File: src/rtl/uart_rx_core_pkg.sv
// Shared constants, LCR bit positions, FIFO entry layout and receiver FSM
// states for the UART receive path.
package uart_rx_core_pkg;

   localparam int FIFO_DEPTH = 16;
   localparam int FIFO_AW    = 4;
   localparam int COUNTER_W  = FIFO_AW + 1;
   localparam int REC_W      = 11;

   localparam int LCR_WLS_LO = 0;
   localparam int LCR_WLS_HI = 1;
   localparam int LCR_STB    = 2;
   localparam int LCR_PEN    = 3;
   localparam int LCR_EPS    = 4;
   localparam int LCR_SP     = 5;
   localparam int LCR_DLAB   = 7;

   localparam int REC_DATA_LO = 3;
   localparam int REC_DATA_HI = 10;
   localparam int REC_BRK     = 2;
   localparam int REC_PE      = 1;
   localparam int REC_FE      = 0;

   typedef enum logic [2:0] {
      S_IDLE,
      S_START,
      S_DATA,
      S_PARITY,
      S_STOP,
      S_PUSH,
      S_WAIT_IDLE
   } rx_state_t;

   // Index of the final data bit for a word-length code (5..8 bits).
   function automatic logic [2:0] last_bit_idx(input logic [1:0] wls);
      return 3'd4 + {1'b0, wls};
   endfunction

endpackage

File: src/rtl/uart_rx_core_if.sv
// Line-control, serial input and receive-FIFO read side of the UART receiver.
interface uart_rx_core_if;
   import uart_rx_core_pkg::*;

   logic [7:0]           lcr;
   logic                 enable;
   logic                 srx_pad_i;
   logic                 rf_pop;
   logic [REC_W-1:0]     rf_data_out;
   logic [COUNTER_W-1:0] rf_count;
   logic                 rf_error_bit;
   logic                 rf_overrun;
   logic                 rf_push_pulse;

   modport master (
      output lcr, enable, srx_pad_i, rf_pop,
      input  rf_data_out, rf_count, rf_error_bit, rf_overrun, rf_push_pulse
   );

   modport slave (
      input  lcr, enable, srx_pad_i, rf_pop,
      output rf_data_out, rf_count, rf_error_bit, rf_overrun, rf_push_pulse
   );

endinterface

File: src/rtl/uart_rx_core_fifo.sv
// Receive FIFO: storage, wrapping pointers, sticky overrun flag and a count of
// held entries that carry an error status.
module uart_rx_core_fifo
   import uart_rx_core_pkg::*;
(
   input  logic                 clk,
   input  logic                 rst_n,
   input  logic                 i_push,
   input  logic [REC_W-1:0]     i_rec,
   input  logic                 i_pop,
   output logic [REC_W-1:0]     o_data,
   output logic [COUNTER_W-1:0] o_count,
   output logic                 o_error_bit,
   output logic                 o_overrun
);

   localparam logic [COUNTER_W-1:0] PTR_ONE = COUNTER_W'(1);
   localparam logic [COUNTER_W-1:0] FULL_CNT = COUNTER_W'(FIFO_DEPTH);

   logic [REC_W-1:0]     r_mem [FIFO_DEPTH];
   logic [COUNTER_W-1:0] r_wptr;
   logic [COUNTER_W-1:0] r_rptr;
   logic [COUNTER_W-1:0] r_err_cnt;
   logic                 r_overrun;

   logic [COUNTER_W-1:0] w_count;
   logic                 w_empty;
   logic                 w_full;
   logic                 w_pop_ok;
   logic                 w_push_ok;
   logic [REC_W-1:0]     w_head;
   logic                 w_err_inc;
   logic                 w_err_dec;

   assign w_count   = r_wptr - r_rptr;
   assign w_empty   = (w_count == '0);
   assign w_full    = (w_count == FULL_CNT);
   assign w_pop_ok  = i_pop && !w_empty;
   // A pop in the same cycle frees the slot the push needs.
   assign w_push_ok = i_push && (!w_full || w_pop_ok);
   assign w_head    = r_mem[r_rptr[FIFO_AW-1:0]];
   assign w_err_inc = w_push_ok && (|i_rec[REC_BRK:REC_FE]);
   assign w_err_dec = w_pop_ok && (|w_head[REC_BRK:REC_FE]);

   always_ff @(posedge clk) begin
      if (w_push_ok) begin
         r_mem[r_wptr[FIFO_AW-1:0]] <= i_rec;
      end
   end

   always_ff @(posedge clk or negedge rst_n) begin
      if (!rst_n) begin
         r_wptr    <= '0;
         r_rptr    <= '0;
         r_err_cnt <= '0;
         r_overrun <= 1'b0;
      end else begin
         if (w_push_ok) begin
            r_wptr <= r_wptr + PTR_ONE;
         end
         if (w_pop_ok) begin
            r_rptr <= r_rptr + PTR_ONE;
         end
         case ({w_err_inc, w_err_dec})
            2'b10:   r_err_cnt <= r_err_cnt + PTR_ONE;
            2'b01:   r_err_cnt <= r_err_cnt - PTR_ONE;
            default: r_err_cnt <= r_err_cnt;
         endcase
         if (i_push && !w_push_ok) begin
            r_overrun <= 1'b1;
         end else if (w_pop_ok) begin
            r_overrun <= 1'b0;
         end
      end
   end

   assign o_data      = w_empty ? '0 : w_head;
   assign o_count     = w_count;
   assign o_error_bit = (r_err_cnt != '0);
   assign o_overrun   = r_overrun;

endmodule

File: src/rtl/uart_rx_core.sv
// UART receiver: 16x oversampled deserialiser with parity, framing and break
// detection feeding the receive FIFO.
module uart_rx_core
   import uart_rx_core_pkg::*;
(
   input  logic           clk,
   input  logic           rst_n,
   uart_rx_core_if.slave  bus
);

   rx_state_t  r_state;
   logic [1:0] r_cfg_wls;
   logic       r_cfg_pen;
   logic       r_cfg_eps;
   logic       r_cfg_sp;
   logic [3:0] r_tick;
   logic [2:0] r_bit;
   logic [7:0] r_data;
   logic       r_par_bit;
   logic       r_pe;
   logic       r_fe;
   logic       r_brk;
   logic       r_push;

   logic             w_par_expected;
   logic [REC_W-1:0] w_rec;
   logic             w_unused_lcr;

   // Unused data bits are zero, so the full-byte XOR is the word parity.
   assign w_par_expected = r_cfg_sp  ? ~r_cfg_eps :
                           r_cfg_eps ? (^r_data)  : ~(^r_data);
   assign w_rec          = {r_data, r_brk, r_pe, r_fe};
   assign w_unused_lcr   = &{bus.lcr[LCR_DLAB:6], bus.lcr[LCR_STB]};

   always_ff @(posedge clk or negedge rst_n) begin
      if (!rst_n) begin
         r_state   <= S_IDLE;
         r_cfg_wls <= 2'b00;
         r_cfg_pen <= 1'b0;
         r_cfg_eps <= 1'b0;
         r_cfg_sp  <= 1'b0;
         r_tick    <= 4'd0;
         r_bit     <= 3'd0;
         r_data    <= 8'd0;
         r_par_bit <= 1'b0;
         r_pe      <= 1'b0;
         r_fe      <= 1'b0;
         r_brk     <= 1'b0;
         r_push    <= 1'b0;
      end else begin
         r_push <= 1'b0;
         case (r_state)
            S_IDLE: begin
               if (bus.enable && !bus.srx_pad_i) begin
                  r_cfg_wls <= bus.lcr[LCR_WLS_HI:LCR_WLS_LO];
                  r_cfg_pen <= bus.lcr[LCR_PEN];
                  r_cfg_eps <= bus.lcr[LCR_EPS];
                  r_cfg_sp  <= bus.lcr[LCR_SP];
                  r_tick    <= 4'd0;
                  r_state   <= S_START;
               end
            end
            S_START: begin
               if (bus.enable) begin
                  // Seventh tick after detection lands mid start bit.
                  if (r_tick == 4'd6) begin
                     r_tick <= 4'd0;
                     if (bus.srx_pad_i) begin
                        r_state <= S_IDLE;
                     end else begin
                        r_bit     <= 3'd0;
                        r_data    <= 8'd0;
                        r_par_bit <= 1'b0;
                        r_pe      <= 1'b0;
                        r_fe      <= 1'b0;
                        r_brk     <= 1'b0;
                        r_state   <= S_DATA;
                     end
                  end else begin
                     r_tick <= r_tick + 4'd1;
                  end
               end
            end
            S_DATA: begin
               if (bus.enable) begin
                  if (r_tick == 4'd15) begin
                     r_tick        <= 4'd0;
                     r_data[r_bit] <= bus.srx_pad_i;
                     r_bit         <= r_bit + 3'd1;
                     if (r_bit == last_bit_idx(r_cfg_wls)) begin
                        r_state <= r_cfg_pen ? S_PARITY : S_STOP;
                     end
                  end else begin
                     r_tick <= r_tick + 4'd1;
                  end
               end
            end
            S_PARITY: begin
               if (bus.enable) begin
                  if (r_tick == 4'd15) begin
                     r_tick    <= 4'd0;
                     r_par_bit <= bus.srx_pad_i;
                     r_pe      <= (bus.srx_pad_i != w_par_expected);
                     r_state   <= S_STOP;
                  end else begin
                     r_tick <= r_tick + 4'd1;
                  end
               end
            end
            S_STOP: begin
               if (bus.enable) begin
                  if (r_tick == 4'd15) begin
                     r_tick  <= 4'd0;
                     r_fe    <= ~bus.srx_pad_i;
                     r_brk   <= (r_data == 8'd0) && !r_par_bit && !bus.srx_pad_i;
                     r_state <= S_PUSH;
                  end else begin
                     r_tick <= r_tick + 4'd1;
                  end
               end
            end
            S_PUSH: begin
               r_push  <= 1'b1;
               r_state <= r_fe ? S_WAIT_IDLE : S_IDLE;
            end
            S_WAIT_IDLE: begin
               if (bus.enable && bus.srx_pad_i) begin
                  r_state <= S_IDLE;
               end
            end
            default: r_state <= S_IDLE;
         endcase
      end
   end

   uart_rx_core_fifo u_fifo (
      .clk         (clk),
      .rst_n       (rst_n),
      .i_push      (r_push),
      .i_rec       (w_rec),
      .i_pop       (bus.rf_pop),
      .o_data      (bus.rf_data_out),
      .o_count     (bus.rf_count),
      .o_error_bit (bus.rf_error_bit),
      .o_overrun   (bus.rf_overrun)
   );

   assign bus.rf_push_pulse = r_push;

endmodule

File: src/flat_wrapper.sv
// flat-port wrapper written by rule: the top's interface ports become plain ports
module uart_rx_core_flat import uart_rx_core_pkg::*;
  (clk, rst_n, bus_lcr, bus_enable, bus_srx_pad_i, bus_rf_pop, bus_rf_data_out, bus_rf_count, bus_rf_error_bit, bus_rf_overrun, bus_rf_push_pulse);
  uart_rx_core_if bus_i ();
  input  logic clk;
  input  logic rst_n;
  input wire logic [$bits(bus_i.lcr)-1:0] bus_lcr;
  input wire logic [$bits(bus_i.enable)-1:0] bus_enable;
  input wire logic [$bits(bus_i.srx_pad_i)-1:0] bus_srx_pad_i;
  input wire logic [$bits(bus_i.rf_pop)-1:0] bus_rf_pop;
  output wire logic [$bits(bus_i.rf_data_out)-1:0] bus_rf_data_out;
  output wire logic [$bits(bus_i.rf_count)-1:0] bus_rf_count;
  output wire logic [$bits(bus_i.rf_error_bit)-1:0] bus_rf_error_bit;
  output wire logic [$bits(bus_i.rf_overrun)-1:0] bus_rf_overrun;
  output wire logic [$bits(bus_i.rf_push_pulse)-1:0] bus_rf_push_pulse;
  assign bus_i.lcr = bus_lcr;
  assign bus_i.enable = bus_enable;
  assign bus_i.srx_pad_i = bus_srx_pad_i;
  assign bus_i.rf_pop = bus_rf_pop;
  assign bus_rf_data_out = bus_i.rf_data_out;
  assign bus_rf_count = bus_i.rf_count;
  assign bus_rf_error_bit = bus_i.rf_error_bit;
  assign bus_rf_overrun = bus_i.rf_overrun;
  assign bus_rf_push_pulse = bus_i.rf_push_pulse;
  uart_rx_core u_core (.clk(clk), .rst_n(rst_n), .bus(bus_i));
endmodule
File: config.mk
export PLATFORM = sky130hd
export DESIGN_NAME = uart_rx_core_flat
export DESIGN_NICKNAME = d
export VERILOG_FILES = /design/src/rtl/uart_rx_core_pkg.sv /design/src/rtl/uart_rx_core_if.sv /design/src/rtl/uart_rx_core_fifo.sv /design/src/rtl/uart_rx_core.sv /design/src/flat_wrapper.sv
export SDC_FILE = /design/constraint.sdc
export NUM_CORES = 1
export LEC_CHECK = 0
export CAP_MARGIN = 20
export CORE_MARGIN = 1.5
export CORE_UTILIZATION = 55
export CTS_CLUSTER_SIZE = 28
export DETAILED_ROUTE_END_ITERATION = 7
export PLACE_DENSITY = 0.73
export SLEW_MARGIN = 20
export SYNTH_ARGS = -nofsm -noshare
export SYNTH_HDL_FRONTEND = slang
export SYNTH_SLANG_ARGS = --single-unit
export TNS_END_PERCENT = 1
File: constraint.sdc
create_clock -name clk -period 6.1 [get_ports clk]
set_input_delay 1.22 -clock clk [delete_from_list [all_inputs] [get_ports clk]]
set_output_delay 1.22 -clock clk [all_outputs]
set_load 0.01 [all_outputs]
* After elaboration in Yosys (flattened, before gate mapping)
Memory sizes are Yosys's and may differ from the RTL's. Cells that the tools add are included.
Operators by class: order comparisons 2, multiplexer cells 60, equal/unequal tests 26, divide/modulo/power cells 0, shifts and indexed selects 0, multiply operators 0, add/sub/neg operators 8, bitwise operators 3, reductions and logical operators 36
Operators with widths (number):
- $mux W3 | 18
- $mux W8 | 5
- $pmux W3 S7 | 1
- $mux W4 | 5
- $mux W1 | 19
- $reduce_and A6 Y1 | 3
- $ne A2 B1 Y1 const B | 8
- $pmux W8 S2 | 1
- $add A5 B1 Y5 const B | 3
- $pmux W4 S3 | 1
- $mux W11 | 1
- $reduce_and A11 Y1 | 1
- $logic_and A1 B1 Y1 | 10
- $ne A2 B2 Y1 const B | 5
- $pmux W5 S2 | 1
- $reduce_bool A2 Y1 | 5
- $eq A3 B3 Y1 const B | 3
- $reduce_or A3 Y1 | 3
- $bwmux W8 | 1
- $logic_not A8 Y1 | 1
- $pmux W1 S2 | 4
- $reduce_xor A8 Y1 | 1
- $eq A3 B2 Y1 const B | 2
- $pmux W3 S2 | 1
- other kinds (26) | 32
Storage, ports and cells: memories kept 1, bits in registers 44, output and inout bits 19, memory bits (read-only) 0, word-level logic and storage cells 153, memory bits (writable) 176, bits in latches 0
Memories:
- u_core.u_fifo.r_mem | depth 16, width 11, read ports 1, clocked after Yosys merged registers in 0, wr ports 1, RTL line uart_rx_core_fifo.sv:20 | logic [REC_W-1:0] r_mem [FIFO_DEPTH];

* Longest topological paths before layout
word-level depth 9, gate-level depth with buffers 20, mapped depth without buffers 18

* Modules after synthesis
Synthesis repeated with hierarchy kept, for this count alone.
Unflattened totals: cell total of the unflattened synthesis 582, area, all modules 9706.8 µm²
By module, submodules not included:
- uart_rx_core_fifo | area each 8010.2 µm², times used 1, cells each 408, sequential area each 5685.5 µm²
- uart_rx_core | area each 1696.6 µm², times used 1, cells each 174, sequential area each 700.7 µm²

* Worst setup path before layout
Ideal clock, no wire load.
path kind register to register, from register u_core.u_fifo.r_rptr[1], to register u_core.u_fifo.r_err_cnt[4], path buffers 3, slack 1.745 ns, cell stages (with the launch flop) 21, arrival time 4.229 ns, period minus slack after synthesis 4.355 ns, cell sequence dfrtp_1 clkbuf_1 clkbuf_1 inv_1 ha_1 nor2b_1 o21a_1 or4b_1 a211o_1 o21a_4 buf_6 o31ai_1 ha_1 inv_1 fa_1 inv_1 a21o_1 a21oi_1 xnor2_1 nor2_1 xor2_1
Between the ends: longest elaborated chain between the ends 9, elaborated cells between the ends (all ways) 16, those cells by class add/sub: 1; eq/ne: 3; mux: 1; reduce/logical: 10; memory: 1
Ends and longest elaborated chain:
- start, declared | RTL line uart_rx_core_fifo.sv:22 | logic [COUNTER_W-1:0] r_rptr;
- start signal, assigned | RTL line uart_rx_core_fifo.sv:62 | r_rptr <= r_rptr + PTR_ONE;
- $sub A5 B5 Y5 | RTL line uart_rx_core_fifo.sv:35 | assign w_count = r_wptr - r_rptr;
- $logic_not A5 Y1 | RTL line uart_rx_core_fifo.sv:36 | assign w_empty = (w_count == '0);
- $logic_not A1 Y1 | RTL line uart_rx_core_fifo.sv:38 | assign w_pop_ok = i_pop && !w_empty;
- $logic_and A1 B1 Y1 | RTL line uart_rx_core_fifo.sv:38
- $logic_or A1 B1 Y1 | RTL line uart_rx_core_fifo.sv:40 | assign w_push_ok = i_push && (!w_full || w_pop_ok);
- $logic_and A1 B1 Y1 | RTL line uart_rx_core_fifo.sv:40
- $logic_and A1 B1 Y1 | RTL line uart_rx_core_fifo.sv:42 | assign w_err_inc = w_push_ok && (|i_rec[REC_BRK:REC_FE]);
- $eq A2 B1 Y1 / $eq A2 B2 Y1 (equally long branches) | RTL line uart_rx_core_fifo.sv:64 | case ({w_err_inc, w_err_dec})
- $pmux W5 S2 / $reduce_bool A2 Y1 (equally long branches)
- end signal, assigned | RTL line uart_rx_core_fifo.sv:65 | 2'b10: r_err_cnt <= r_err_cnt + PTR_ONE;
- end signal, assigned | RTL line uart_rx_core_fifo.sv:66 | 2'b01: r_err_cnt <= r_err_cnt - PTR_ONE;
- end signal, assigned | RTL line uart_rx_core_fifo.sv:67 | default: r_err_cnt <= r_err_cnt;
- end, declared | RTL line uart_rx_core_fifo.sv:23 | logic [COUNTER_W-1:0] r_err_cnt;
Parallel ways exist; a longest one is shown, timed or not. A chain may end at the register's enable or synchronous reset.

* Worst setup path in the final report
from register u_core.u_fifo.r_wptr[0], to output bus_rf_data_out[6]
Between the ends: longest elaborated chain between the ends 3
Ends and longest elaborated chain:
- start, declared | RTL line uart_rx_core_fifo.sv:21 | logic [COUNTER_W-1:0] r_wptr;
- start signal, assigned | RTL line uart_rx_core_fifo.sv:59 | r_wptr <= r_wptr + PTR_ONE;
- $sub A5 B5 Y5 | RTL line uart_rx_core_fifo.sv:35
- $logic_not A5 Y1 | RTL line uart_rx_core_fifo.sv:36
- $mux W11 | RTL line uart_rx_core_fifo.sv:77 | assign o_data = w_empty ? '0 : w_head;
- end, declared | RTL line flat_wrapper.sv:11 | output wire logic [$bits(bus_i.rf_data_out)-1:0] bus_rf_data_out;
Every way passes these cells.

==> results.cfg <==
[outcome]
status = complete, no violations

[global_routing]
antenna_found_initial = 0
grt_pass1_wl_mm = 28.5
overflow = 0
grt_max_degree = 48
grt_pass1_vias = 5229
grtUsageTotal_pct = 20.9

[layout]
fillers = 1163
final_cell_area_um2 = 10600
drive_above_1_share_pct = 15.6
final_cells = 848
num_antenna_cells = 0
layout.core_utilization_pct = 63.5
final_nets = 649
syn_to_final_growth_pct = 11.7

[worst_setup_path]
r2r_setup_slack_ns = 1.68
cp_common_cell = inv_1
crit_slowest_cell = fa_1
crit_path_end_kind = primary output
cp.required_ns = 4.88
startpoint = u_core.u_fifo.r_wptr[0]$_DFFE_PN0P_
crit_arrival_ns = 3.53
critPathKind = reg2out
cp_slowest_stage_delay_ns = 0.54
startpoint_type = flop
r2r-end = u_core.u_fifo.r_err_cnt[4]$_DFFE_PN0P_
path_cells = inv_1 > ha_1 > fa_1 > inv_1 > nor3_2 > or4b_1 > a2bb2oi_1 > buf_4 > nor2b_1 > clkdlybuf4s50_1
reg2regPathDepth = 18
path_max_fanout = 15
r2r-start = u_core.u_fifo.r_wptr[0]$_DFFE_PN0P_
crit_path_end = bus_rf_data_out[6]

[logic_synthesis]
synth-xor-area-share_pct = 2.19
synth_common_cells = edfxtp_1, mux4_2, dfrtp_1, o21ai_0, nand2_1
muxShareOfSynthArea_pct = 13.7
syn-num-nets = 618
netlist_top_cells_area = edfxtp_1, mux4_2, dfrtp_1
synthAdderAreaFrac_pct = 3.05
postSynthCellCount = 583
synth_ff_type = edfxtp_1
synth_top_family_by_area = multiplexers
yosys_warnings = 0
synthesis.area_um2 = 9530
synth_cell_types = 49
synth_compound_area_share_pct = 4.89
yosysMostFrequentCell = edfxtp_1
yosysTopAreaCellShare_pct = 55.5
avgSynthCellArea_um2 = 16.3
async_flop_share_pct = 20.0
synth_edf_count = 176
synth_top_area_cell = edfxtp_1
synth-simple-area-share_pct = 6.80
ys_seq_elements = 220
seq_area_frac_synth_pct = 67.0

[clocking]
cts_tree = done
h-tree-depth = 1
cts_resized = 0
ctsHoldBuffers = 0
clk_latency_ns = 0.50
cts_num_sinks = 220
clockBufferDepth = 3
cts_buffers = 22
post_cts_buffers = 0
path_clk_slew_ns = 0.06
root_buffer = clkbuf_16

[floorplan]
rows = 47
die_w_um = 135
initial_core_util_pct = 56.8
io_pins = 32
die-area_um2 = 18100
coreArea_um2 = 16800
die_h_um = 135

[timing]
hold_viol = 0
post-route-worst-setup-slack_ns = 1.35
max_freq_ghz = 0.211
timing.final.crit_share_pct = 77.8
tightest_slew_ns = 0.923
worst_hold_slack_ns = 0.490
rsz0062_at_grt = no
slew_headroom_pct = 38.5
final.min_clock_period_ns = 4.75
tns_ns = 0
finalMaxSlewViolations = 0
finClkSkew_ns = 0.0224
setup_viol = 0

[place]
place_area_um2 = 10000
placed_cells = 810
pre_cts_slack_ns = 1.70
gp_congestion = 0.871
port_buffers = 28
hpwl_mm = 11.4

[route]
totalWireLength_mm = 17.9
postRouteAntennaNets = 0
drt_iter0_drc = 547
route.detailed.wl_per_inst_um = 21.1
via_per_inst = 5.99
drc = 0
drtPass1Iterations = 5
vias = 5078

[power]
p_per_area_nw_per_um2 = 427
ir_drop_mv = 0.304
finalPower_mw = 4.55
cellLeakagePower_nw = 3.81

[worst_hold_path]
hold_class = reg2reg

[flow_run]
drv_cap = 0
kinds of logic (layout without fill, tap and decap cells):
kind of cell	Yosys count	in the layout
DFF	220	220
and+or+nand+nor	125	125
AOI/OAI and AO/OA	74	74
muxes	64	64
buffers and inverters	55	100
xor gates and xnor gates	23	23
adders and majority gates	22	22
final cells by class:
type | instances | area (um^2) | share of cell area [%]
well taps | 220 | 275 | 2.59
clock inverters | 7 | 31.3 | 0.294
flip-flops and latches | 220 | 6390 | 60.0
multi-input cells | 308 | 2920 | 27.4
repair buffers | 33 | 313 | 2.94
clock buffers | 31 | 606 | 5.69
inverters | 29 | 109 | 1.02
power by group:
group	switching (mW)	internal, mW
sequential	0.121	1.72
clock	0.516	0.689
combinational	0.750	0.752
total	1.39	3.16
registers in the layout (all words and copies together), names as in the netlist, 2 cells and up:
register and cells:
u_core.r_tick 4, u_core.r_state 3, u_core.r_cfg_wls 2, u_core.r_data 8
u_core.r_bit 3, u_core.u_fifo.r_rptr 5, u_core.u_fifo.r_err_cnt 5, u_core.u_fifo.r_mem 176
u_core.u_fifo.r_wptr 5
worst min-delay path by stage:
stage                                                start  cells past startpoint                                      to
global placement    u_core.u_fifo.r_err_cnt[4]$_DFFE_PN0P_                      1  u_core.u_fifo.r_err_cnt[4]$_DFFE_PN0P_
CTS                 u_core.u_fifo.r_err_cnt[4]$_DFFE_PN0P_                      1  u_core.u_fifo.r_err_cnt[4]$_DFFE_PN0P_
finish              u_core.u_fifo.r_err_cnt[4]$_DFFE_PN0P_                      1  u_core.u_fifo.r_err_cnt[4]$_DFFE_PN0P_
global route        u_core.u_fifo.r_err_cnt[4]$_DFFE_PN0P_                      1  u_core.u_fifo.r_err_cnt[4]$_DFFE_PN0P_
floorplan                     u_core.r_par_bit$_DFFE_PN0P_                      2            u_core.r_par_bit$_DFFE_PN0P_
detailed placement  u_core.u_fifo.r_err_cnt[4]$_DFFE_PN0P_                      1  u_core.u_fifo.r_err_cnt[4]$_DFFE_PN0P_
cell usage in the layout, fill, tap and decap left out, types with 20 or more instances in the layout:
cell type / instances
edfxtp_1: 176
mux4_2: 52
dfrtp_1: 42
o21ai_0: 34
nand2_1: 30
inv_1: 29
clkdlybuf4s50_1: 27
nor2_1: 24
clkbuf_16: 23
and3_1: 20
ha_1: 20
critical path: cells and delay by family (launching register included):
family,cells,cell delay [ns]
flip-flops,1,0.38
AO/OA/AOI/OAI,1,0.16
AND/OR/NAND/NOR,3,0.76
adder cells (fa/ha/maj),2,0.80
buffers and inverters,4,0.92
routing by layer:
layer  vias to the layer above  share of wire (%)  GRT usage, %
li1                       2315                  -             -
met1                      2578                 43          28.8
met2                       158                 50          35.0
met3                        27                4.9          3.00
met4                         0                1.9          6.51
met5                         -                  0             0
Power figures use the tool's default switching activity.
==> patch 1, RTL diff (same flow settings) <==
Encoding of `rx_state_t`: now one-hot (7 bits for 7 states).
--- a/src/rtl/uart_rx_core_pkg.sv
+++ b/src/rtl/uart_rx_core_pkg.sv
@@ -21,14 +21,14 @@
    localparam int REC_PE      = 1;
    localparam int REC_FE      = 0;
 
-   typedef enum logic [2:0] {
-      S_IDLE,
-      S_START,
-      S_DATA,
-      S_PARITY,
-      S_STOP,
-      S_PUSH,
-      S_WAIT_IDLE
+   typedef enum logic [6:0] {
+      S_IDLE      = 7'b0000001,
+      S_START     = 7'b0000010,
+      S_DATA      = 7'b0000100,
+      S_PARITY    = 7'b0001000,
+      S_STOP      = 7'b0010000,
+      S_PUSH      = 7'b0100000,
+      S_WAIT_IDLE = 7'b1000000
    } rx_state_t;
 
    // Index of the final data bit for a word-length code (5..8 bits).
Check against the original RTL: same outputs for any inputs over 10 cycles, from zero or initial values and one cycle with rst_n low; not proved beyond that.
==> patch 1 against the original RTL <==
Critical path type unchanged; count of clock-buffer cells in the layout unchanged; worst hold slack worse by 0.0064 ns; critical path depth unchanged; core utilization up 0.28 points; final area up 3.7%; die area up 2.1%; sequential cell count up 4; clock skew up 0.0030 ns; wire length up 5.0%; worst setup slack worse by 0.15 ns; total power up 3.8%; maximum frequency down 3.0%; area after synthesis up 2.1%; global-route usage up 0.82 points.
==> patch 1: results (changes against the original RTL) <==
status: "finished clean"  # unchanged
fill_cells: 1215  # was 1163
dp_hpwl_um: 11480  # was 11410 um
p_leak_nw: 3.906  # was 3.806 nW
routed_wl_um: 18800  # was 17900 um
gp_congestion: 0.9177  # was 0.8713
async_reset_ff_frac: 0.2143  # was 0.2000
vias: 5316  # was 5078
finalNetCount: 670  # was 649
clk_latency_ns: 0.52  # was 0.50 ns
synth_common_cells: "176 x edfxtp_1, 52 x mux4_2, 47 x dfrtp_1"  # was 176 x edfxtp_1, 52 x mux4_2, 44 x dfrtp_1
vdd_ir_drop_max_uv: 260.3  # was 303.9 uV
p_sw_w: 0.001387  # was 0.001388 W
muxShareOfSynthArea: 0.1381  # was 0.1372
netlist_top_cells_area: "edfxtp_1 54%, dfrtp_1 12%, mux4_2 12%, ha_1 2.6%, nand2_1 1.8%"  # was edfxtp_1 55%, mux4_2 12%, dfrtp_1 12%, ha_1 2.6%, o21ai_0 1.8%
rrSetupSlack_ns: 1.37  # was 1.68 ns
syn_nets: 630  # was 618
drive_gt1_frac: 0.1764  # was 0.1561
synth-seq-area-share: 0.6668  # was 0.6703
synth_compound_area_frac: 0.04347  # was 0.04886
drt_iter0_drc: 408  # was 547
worstReg2RegStart: "u_core.u_fifo.r_rptr[2]"  # was u_core.u_fifo.r_wptr[0]
synthAdderAreaFrac: 0.02984  # was 0.03047
hold_ws_ns: 0.4835  # was 0.4899 ns
numCtsBuffers: 23  # was 22
grt_pass1_vias: 5385  # was 5229
==> patch 1: changes by cell type after synthesis, sizes merged, moves of 4 or more <==
cell,unedited run,this run
o21ai,34,15
nand2,30,46
inv,29,19
nand2b,1,8
a21oi,5,11
a31oi,7,1
xor2,5,11
and3,20,15
clkbuf,19,15
mux2i,2,6
==> patch 1: layout make-up <==
class	instances	area share
Timing Repair Buffer	35	0.02994
Sequential cell	224	0.5883
Multi-Input combinational cell	331	0.2816
Clock inverter	11	0.009300
Inverter	20	0.006805
Tap cell	225	0.02552
Clock buffer	31	0.05852
==> patch 1: worst max-delay path by stage <==
| stage | slack (ns) | endpoint | cells after the start | startpoint |
|---|---|---|---|---|
| global placement | 1.63 | u_core.u_fifo.r_err_cnt[4] | 17 | u_core.u_fifo.r_rptr[2] |
| global route | 1.03 | bus_rf_data_out[9] | 10 | u_core.u_fifo.r_rptr[2] |
| CTS | 1.19 | bus_rf_data_out[6] | 11 | u_core.u_fifo.r_wptr[0] |
| floorplan | 1.71 | u_core.u_fifo.r_err_cnt[4] | 17 | u_core.u_fifo.r_rptr[1] |
| finish | 1.21 | bus_rf_data_out[6] | 10 | u_core.u_fifo.r_rptr[2] |
| detailed placement | 1.46 | u_core.u_fifo.r_err_cnt[4] | 18 | u_core.u_fifo.r_wptr[0] |
==> patch 1: routing by layer <==
| metal | GRT usage | wire length (um) |
|---|---|---|
| met5 | 0 | 0 |
| met4 | 0.07151 | 493 |
| met3 | 0.03020 | 867 |
| met2 | 0.3555 | 9274 |
| met1 | 0.3044 | 8163 |
==> patch 1: per-stage QoR <==
step | worst slack [ns] | util | instance area (um2) | cells
floorplan | 1.707 | - | 9729 | 595
global placement | 1.629 | 0.5944 | 10280 | 835
detailed placement | 1.456 | 0.5944 | 10280 | 835
CTS | 1.185 | 0.6377 | 11030 | 877
global route | 1.032 | 0.6378 | 11030 | 877
finish | 1.208 | 0.6378 | 11030 | 877
==> patch 1: critical path, stage by stage, from the launching register on <==
cell	delay, ns
dfrtp_1	0.32
buf_4	0.24
clkinv_1	0.30
ha_1	0.41
xor2_1	0.18
nor3_1	0.21
or4b_4	0.53
a21oi_2	0.15
buf_4	0.23
nor2b_1	0.08
clkdlybuf4s50_1	0.48
==> patch 1: power groups by stage <==
stage	clock, W	sequential [W]	combinational, W
after floorplan	0	0.00179	0.00109
after global placement	0	0.00180	0.00153
after detailed placement	0	0.00181	0.00157
after CTS	0.00140	0.00178	0.00158
after global routing	0.00145	0.00179	0.00171
final	0.00138	0.00178	0.00156
==> patch 2, RTL diff (same settings) <==
Made on the original files. The package constant `FIFO_AW` goes from 4 to 5.
--- a/src/rtl/uart_rx_core_pkg.sv
+++ b/src/rtl/uart_rx_core_pkg.sv
@@ -3,7 +3,7 @@
 package uart_rx_core_pkg;
 
    localparam int FIFO_DEPTH = 16;
-   localparam int FIFO_AW    = 4;
+   localparam int FIFO_AW    = 5;
    localparam int COUNTER_W  = FIFO_AW + 1;
    localparam int REC_W      = 11;
 
Interface: changed (resized bus_rf_count); port bits go from 32 to 33. No check against the original RTL was run, so the function may have changed too.
==> patch 2 against the original RTL <==
Area after synthesis is 2.3% higher; core utilization is 1.3 points higher; maximum frequency is 7.8% lower; total power up 13%; clock skew down 0.0060 ns; sequential cell count increased by 3; worst setup slack got worse by 0.40 ns; wire length increased by 4.8%; final area increased by 5.3%; final cell count rose by 5.2%.
==> patch 2: results (changes against the original RTL) <==
status: "finished clean"  # unchanged
grt_max_degree: 48  # unchanged
hold_buffers: 0  # unchanged
firstDrtPassIters: 5  # unchanged
largest_reg_flops: 176  # unchanged
fill_cells: 1166  # was 1163
final-clk-cell-share: 0.07425  # was 0.05984
finalNetCount: 686  # was 649
dp_slack_ns: 1.443  # was 1.697 ns
dp_hpwl_um: 11620  # was 11410 um
grt_usage: 0.2169  # was 0.2089
seq-cell-share: 0.5768  # was 0.6003
clk_latency_ns: 0.51
grt_first_pass_wirelength_um: 30290  # was 28550 um
antenna_found_initial: 0  # unchanged
power.internal_w: 0.003595  # was 0.003159 W
multi_input_area_um2: 3138  # was 2920 um2
drt_iter0_drc: 439  # was 547
nFlopsAndLatches: 223  # was 220
insertedDiodeCount: 0  # unchanged
netlist_top_cells_area: "edfxtp_1 54%, mux4_2 12%, dfrtp_1 12%, ha_1 2.8%, xnor2_1 2.1%"  # was edfxtp_1 55%, mux4_2 12%, dfrtp_1 12%, ha_1 2.6%, o21ai_0 1.8%
numCtsBuffers: 24  # was 22
gp_congestion: 0.8944  # was 0.8713
tightest_slew_ns: 1.031  # was 0.9227 ns
p_total_w: 0.005137  # was 0.004547 W
cts_resized: 0  # unchanged
synth-seq-area-share: 0.6632  # was 0.6703
final-nonclk-buf-share: 0.03573  # was 0.02939
slowest_delay_ns: 0.73  # was 0.54 ns
finClkSkew_ns: 0.01642  # was 0.02238 ns
buffers_excl_clock: 44  # was 33
synth_common_cells: "176 x edfxtp_1, 53 x mux4_2, 47 x dfrtp_1"  # was 176 x edfxtp_1, 52 x mux4_2, 44 x dfrtp_1
p_leak_nw: 3.945  # was 3.806 nW
yosysUniqueCellTypes: 52  # was 49
pg_comb_w: 0.00180  # was 0.00150 W
cp.arrival_ns: 3.93  # was 3.53 ns
routed_wl_um: 18750  # was 17900 um
htreeDepth: 1  # unchanged
path_max_fanout: 16  # was 15
post_dp_cell_area_um2: 10360  # was 10010 um2
syn_nets: 643  # was 618
vdd_ir_drop_max_uv: 239.2  # was 303.9 uV
vias_per_cell: 6.008  # was 5.988
grt_pass1_vias: 5541  # was 5229
crit_family: "simple AND/OR/NAND/NOR gates"  # was buffers and inverters
portBuffers: 29  # was 28
drive_gt1_frac: 0.1799  # was 0.1561
seqPwrFrac: 0.360  # was 0.405
clock_buffers: 37  # was 31
crit_slowest_cell: "dfrtp_1"  # was fa_1
clockRootBuffer: "clkbuf_16"  # unchanged
inverters: 24  # was 29
rows: 48  # was 47
multi_input_comb_cells: 332  # was 308
async_reset_ff_frac: 0.2108  # was 0.2000
-- patch 2: changes by cell type in the layout (fill, tap and decap cells not counted), sizes merged, moves of 9 or more --
cell,unedited run,this run
nand2,30,42
and3,20,2
o21ai,34,20
nand2b,1,10
a21oi,5,15
buf,6,16
nor3,7,17
-- patch 2: logic make-up (layout without fill, tap and decap cells) --
kind of cell             count (synthesis)  count (layout)  share of synthesized area
XOR/XNOR                                30              30                    0.02697
multiplexers                            64              64                     0.1347
adder cells (fa/ha/maj)                 24              24                    0.03236
AND/OR/NAND/NOR                        145             145                    0.07590
flip-flops                             223             223                     0.6632
buffers and inverters                   51             112                    0.02055
AO/OA/AOI/OAI                           69              69                    0.04636
-- patch 2: path summary, 6_finish.rpt --
path | start | endpoint | slack, ns | depth (start not counted)
min reg2reg | u_core.r_par_bit | u_core.r_brk | 0.46 | 1
max reg2reg | u_core.u_fifo.r_rptr[2] | u_core.u_fifo.r_err_cnt[5] | 1.44 | 14
min | u_core.r_par_bit | u_core.r_brk | 0.46 | 1
min in group asynchronous | rst_n | u_core.u_fifo.r_err_cnt[3] | 0.74 | 1
max in group asynchronous | rst_n | u_core.u_fifo.r_rptr[1] | 4.90 | 1
max | u_core.u_fifo.r_rptr[2] | bus_rf_data_out[8] | 0.95 | 8
-- patch 2: stage by stage --
step,hold WS [ns],cells,util
after floorplan,0.4346,606,-
after global placement,0.4503,848,0.5992
after detailed placement,0.4654,848,0.5992
after CTS,0.4690,892,0.6474
after global routing,0.4956,892,0.6479
final,0.4616,892,0.6479
-- patch 2: per-layer routing --
layer	global-route usage	share of wire	up-vias
met2	0.3634	0.50	151
li1	-	-	2441
met3	0.02759	0.051	24
met1	0.3045	0.43	2743
met4	0.05674	0.016	0
met5	0	0	-
